File: src/rtl/updown_cnt_sched.sv
// updown_cnt_sched: round-robin scheduler sharing one up/down counter between two requesters.
// Build option SATURATE_EN: counter clamps at 0 / all-ones instead of wrapping modulo 2^WIDTH.
module updown_cnt_sched #(
    parameter int unsigned WIDTH  = 4,
    parameter int unsigned STEP_W = 4
) (
    input  logic              clk,
    input  logic              rst_n,
    input  logic              req0_valid,
    output logic              req0_ready,
    input  logic              req0_dir,
    input  logic [STEP_W-1:0] req0_steps,
    input  logic              req1_valid,
    output logic              req1_ready,
    input  logic              req1_dir,
    input  logic [STEP_W-1:0] req1_steps,
    output logic [WIDTH-1:0]  cnt_z,
    output logic              busy,
    output logic              owner,
    output logic              done,
    output logic              done_id
);

    localparam logic [1:0] ST_IDLE = 2'd0;
    localparam logic [1:0] ST_RUN  = 2'd1;
    localparam logic [1:0] ST_DONE = 2'd2;

    logic [1:0]        state;
    logic [1:0]        state_nxt;
    logic              ptr;
    logic              job_dir;
    logic [STEP_W-1:0] remaining;
    logic              grant0;
    logic              grant1;
    logic              accept;
    logic              sel_dir;
    logic [STEP_W-1:0] sel_steps;
    logic [WIDTH-1:0]  cnt_step;

    // Round-robin arbitration; ptr=0 favours req0, ptr=1 favours req1.
    always_comb begin
        grant0     = req0_valid & (~req1_valid | ~ptr);
        grant1     = req1_valid & (~req0_valid | ptr);
        req0_ready = rst_n & (state == ST_IDLE) & grant0;
        req1_ready = rst_n & (state == ST_IDLE) & grant1;
        accept     = req0_ready | req1_ready;
        sel_dir    = grant1 ? req1_dir : req0_dir;
        sel_steps  = grant1 ? req1_steps : req0_steps;
    end

    // Next counter value for one unit step.
    always_comb begin
        cnt_step = cnt_z;
`ifdef SATURATE_EN
        if (job_dir) begin
            cnt_step = (cnt_z == '1) ? cnt_z : cnt_z + WIDTH'(1);
        end else begin
            cnt_step = (cnt_z == '0) ? cnt_z : cnt_z - WIDTH'(1);
        end
`else
        if (job_dir) begin
            cnt_step = cnt_z + WIDTH'(1);
        end else begin
            cnt_step = cnt_z - WIDTH'(1);
        end
`endif
    end

    always_comb begin
        state_nxt = state;
        case (state)
            ST_IDLE: begin
                if (accept) begin
                    state_nxt = (sel_steps == '0) ? ST_DONE : ST_RUN;
                end
            end
            ST_RUN: begin
                if (remaining == STEP_W'(1)) begin
                    state_nxt = ST_DONE;
                end
            end
            ST_DONE: state_nxt = ST_IDLE;
            default: state_nxt = ST_IDLE;
        endcase
    end

    always_ff @(posedge clk or negedge rst_n) begin
        if (!rst_n) begin
            state <= ST_IDLE;
        end else begin
            state <= state_nxt;
        end
    end

    // Job capture and counter datapath; busy/done are registered from the next state.
    always_ff @(posedge clk or negedge rst_n) begin
        if (!rst_n) begin
            cnt_z     <= '0;
            ptr       <= 1'b0;
            owner     <= 1'b0;
            job_dir   <= 1'b0;
            remaining <= '0;
            busy      <= 1'b0;
            done      <= 1'b0;
        end else begin
            busy <= (state_nxt != ST_IDLE);
            done <= (state_nxt == ST_DONE);
            if (accept) begin
                owner     <= grant1;
                ptr       <= ~grant1;
                job_dir   <= sel_dir;
                remaining <= sel_steps;
            end
            if (state == ST_RUN) begin
                cnt_z     <= cnt_step;
                remaining <= remaining - STEP_W'(1);
            end
        end
    end

    assign done_id = owner;

endmodule

File: config.mk
export PLATFORM = sky130hd
export DESIGN_NAME = updown_cnt_sched
export DESIGN_NICKNAME = d
export VERILOG_FILES = /design/src/rtl/updown_cnt_sched.sv
export SDC_FILE = /design/constraint.sdc
export NUM_CORES = 1
export LEC_CHECK = 0
export ABC_AREA = 1
export CAP_MARGIN = 20
export CELL_PAD_IN_SITES_DETAIL_PLACEMENT = 0
export CELL_PAD_IN_SITES_GLOBAL_PLACEMENT = 1
export CORE_UTILIZATION = 32
export DETAILED_ROUTE_END_ITERATION = 16
export GPL_TIMING_DRIVEN = 0
export PLACE_DENSITY_LB_ADDON = 0.15
export SETUP_SLACK_MARGIN = 0.1
export SLEW_MARGIN = 20
export SYNTH_ARGS = -nofsm -noshare
export SYNTH_HDL_FRONTEND = slang
export SYNTH_SLANG_ARGS = --single-unit
export TNS_END_PERCENT = 30
File: constraint.sdc
create_clock -name clk -period 1.2 [get_ports clk]
set_input_delay 0.18 -clock clk [delete_from_list [all_inputs] [get_ports clk]]
set_output_delay 0.18 -clock clk [all_outputs]
set_load 0.02 [all_outputs]
==> impl_summary.txt <==
----------------------------------------------------
[Finish]
  Layout area overhead ... 48.6%
  Filler-free cell count of the finished design ... 186
  Antenna diodes ... 0
  # nets final ... 175
  Sequential cell area ... 379 sq um
  Share of layout cells above drive strength 1 ... 0.452
  Total area of multi-input combinational cells ... 604 sq um
  Top library cells by usage in the layout, fill and taps aside ... sky130_fd_sc_hd__nand2_1 (28), sky130_fd_sc_hd__buf_4 (16), sky130_fd_sc_hd__nand3_1 (15), sky130_fd_sc_hd__dfrtp_1 (12), sky130_fd_sc_hd__clkdlybuf4s50_1 (10)
  Fraction of the core area covered by cells at the end of the flow ... 0.510
  Filler cells ... 283
  Most common library cell in the layout ignoring fill and taps ... sky130_fd_sc_hd__nand2_1

[STA]
  Clk_skew ... 0.000711 ns
  Hold Worst Slack ... -0.0847 ns
  Final hold violations ... 15
  Minimum clock period after layout ... 1.35 ns
  Rel. slew slack ... 0.698
  Finish-stage setup viols ... 11
  Setup repair after global routing missed its margin ... true
  Final worst setup slack ... -0.146 ns
  Transition time at the pin with the least slew margin ... 0.453 ns
  Max Clk Rate ... 743 MHz
  Final worst-path cycle share ... 1.12
  Max-slew violation total from the final report ... 0

[Global routing]
  Maximum number of pins on one net before global-route repair ... 17
  First-pass GRT wire length ... 3730 um
  Initial antenna violation count ... 0
  Number of global-route vias before repair ... 848
  Total Routing Usage GR ... 0.153
  GR Overflow Total ... 0

[Detailed routing]
  Iteration count of the initial detailed-routing pass ... 10
  Number of violations reported at the end of detailed-routing iteration 0 ... 27
  Number of remaining DRC errors ... 2
  Routed length per placed instance ... 11.8 um
  Via density per instance ... 4.73
  Total number of vias ... 879
  Number of antenna-violating nets in the routed design ... 0
  Wire length reported by the detailed router ... 2200 um

[Min path]
  Path category of the worst min-delay check ... in -> async

[Worst setup path]
  Ordered list of cells on the worst path ... buf_6 > nand2_4 > nand2_4 > nor2_4 > buf_6
  Crit-path max cell delay ... 0.42 ns
  Register-to-Register Setup Slack ... -0.10 ns
  Arrival time of data at the critical path endpoint ... 1.17 ns
  Critical path capture point type ... output port
  Kind of launch point of the worst setup path ... flop
  Data required time at the worst endpoint ... 1.02 ns
  Critical path's slowest cell ... sky130_fd_sc_hd__dfrtp_1
  Maximum fanout count along the critical path ... 2
  Setup CP Type ... reg -> out

[Placed design]
  Weighted congestion reported at the end of routability-driven placement ... 0.715
  Estimated wirelength of the detail-placed design ... 1540 um
  Number of placed cells counting well taps ... 168
  Number of buffers added on ports ... 22

[Floorplanning]
  Die width ... 56.8 um
  Die height ... 56.8 um
  # rows ... 19
  Initial Util ... 0.343
  Die Area ... 3230 sq um
  Placeable core region ... 2810 sq um
  Number of top-level pins ... 24

[Clock tree]
  Max Buffers Root-to-Sink ... 2
  CTS sink count ... 15
  Clock latency reported for the late side of the worst-skew pair ... 0.29 ns
  Number of CTS-inserted buffers ... 3
  TritonCTS clock tree ... yes
  Clock transition at the registers of the reported paths ... 0.09 ns
  Clock tree root driver cell ... sky130_fd_sc_hd__clkbuf_4
  Htree depth ... 1

[Yosys]
  Post-Synthesis Mean Instance Area ... 8.37 sq um
  Number of library cell types mapped by synthesis ... 25
  Post-Synthesis Cells ... 115
  Syn_nets ... 134
  Flop and latch count out of synthesis ... 15
  Sequential share of the synthesized area ... 0.390
  Synth warn ... 0
  Combined area of all synthesized cells ... 962 sq um

[Run status]
  Violations in the final reports ... DRC, hold timing, setup timing
  Outcome ... finished with violations

[Power]
  Max VDD drop ... 1.21 mV
  Overall Power ... 3.76 mW
  Leakage power ... 0.712 nW
  Total power density per cell area ... 2630 nW/um^2

[Flow run]
  Number of max-cap violations ... 0

----------------------------------------------------
[through the flow]
stage	setup WS, ns	setup TNS [ns]	area [sq um]	hold slack, ns
after CTS	-0.163	-1.02	1330	-0.0811
final	-0.146	-0.928	1430	-0.0847
after global routing	-0.211	-1.99	1430	-0.0622
after global placement	-1.31	-11.61	1240	0.493
after floorplan	-0.00836	-0.00836	981	-0.116
after detailed placement	-1.33	-12.05	1240	0.505
[what timing repair did]
item | 4_1_cts | 5_1_grt
setup buffers | 7 | 7
gates resized for setup | 56 | 16
endpoints found under the hold margin | 15 | 15
pin swaps | 11 | 8
endpoints found under the setup margin | 24 | 22
[final timing paths]
path | from | to | depth (start not counted)
worst min-delay path | rst_n | ptr | 1
max in group asynchronous | rst_n | cnt_z[1] | 1
worst max-delay path | ptr | req0_ready | 5
worst max register to register | ptr | remaining[3] | 9
worst min register to register | done_id | done_id | 2
min in group clk | req1_valid | job_dir | 5
[worst max-delay path: cells and delay by family (launching register included)]
kind | cells | cell delay, ns
buf+inv | 2 | 0.25
flops | 1 | 0.42
simple gates | 3 | 0.21
[per-layer routing]
metal  routed length [um]  GRT usage  vias to the layer above
met4                   16     0.0523                        0
met1                  994      0.176                      418
met5                    0          0                        -
met3                   75     0.0415                        2
li1                     -          -                      446
met2                 1110      0.270                       13
[cell families after synthesis]
| logic type | share of synthesized area |
|---|---|
| AOI/OAI and AO/OA | 0.0312 |
| DFF | 0.390 |
| adders and majority gates | 0.0728 |
| xor gates and xnor gates | 0.0364 |
| buffers and inverters | 0.0741 |
| and+or+nand+nor | 0.395 |
[state kept, by name (all words and copies together) (netlist names)]
| name | cells |
|---|---|
| done | 1 |
| cnt_z | 4 |
| state | 2 |
| ptr | 1 |
| busy | 1 |
| job_dir | 1 |
| done_id | 1 |
| remaining | 4 |
[cell type report]
class | count | share of cell area
Sequential cell | 15 | 0.265
Clock buffer | 3 | 0.0157
Tap cell | 31 | 0.0271
Buffer | 3 | 0.0184
Multi-Input combinational cell | 85 | 0.423
Clock inverter | 1 | 0.00350
Inverter | 12 | 0.0332
Timing Repair Buffer | 36 | 0.214
[power by group]
group	internal [mW]	switching [mW]
registers	0.770	0.198
logic	1.19	1.30
clock network	0.124	0.174
total	2.08	1.68
[cell usage after synthesis]
cell type,count,share of area
sky130_fd_sc_hd__inv_2,3,0.012
sky130_fd_sc_hd__nor2_8,1,0.021
sky130_fd_sc_hd__a21oi_1,1,0.0052
sky130_fd_sc_hd__xnor2_1,2,0.018
sky130_fd_sc_hd__o21ai_0,4,0.021
sky130_fd_sc_hd__nand3_2,2,0.021
sky130_fd_sc_hd__buf_4,1,0.0078
sky130_fd_sc_hd__buf_2,1,0.0052
sky130_fd_sc_hd__buf_6,1,0.012
sky130_fd_sc_hd__dfrtp_1,15,0.39
sky130_fd_sc_hd__nor2_2,1,0.0065
sky130_fd_sc_hd__nand2_1,35,0.14
sky130_fd_sc_hd__nand3_1,19,0.099
sky130_fd_sc_hd__nand2_2,1,0.0065
sky130_fd_sc_hd__nor2_1,1,0.0039
sky130_fd_sc_hd__inv_1,8,0.031
sky130_fd_sc_hd__or2_2,1,0.0065
sky130_fd_sc_hd__nand2_4,4,0.047
sky130_fd_sc_hd__ha_1,4,0.052
sky130_fd_sc_hd__xor2_1,2,0.018
sky130_fd_sc_hd__o21ai_1,1,0.0052
sky130_fd_sc_hd__nor2_4,3,0.035
sky130_fd_sc_hd__fa_1,1,0.021
sky130_fd_sc_hd__inv_4,1,0.0065
sky130_fd_sc_hd__nand4_1,2,0.013
No activity file was read; power rests on OpenSTA's default activity.
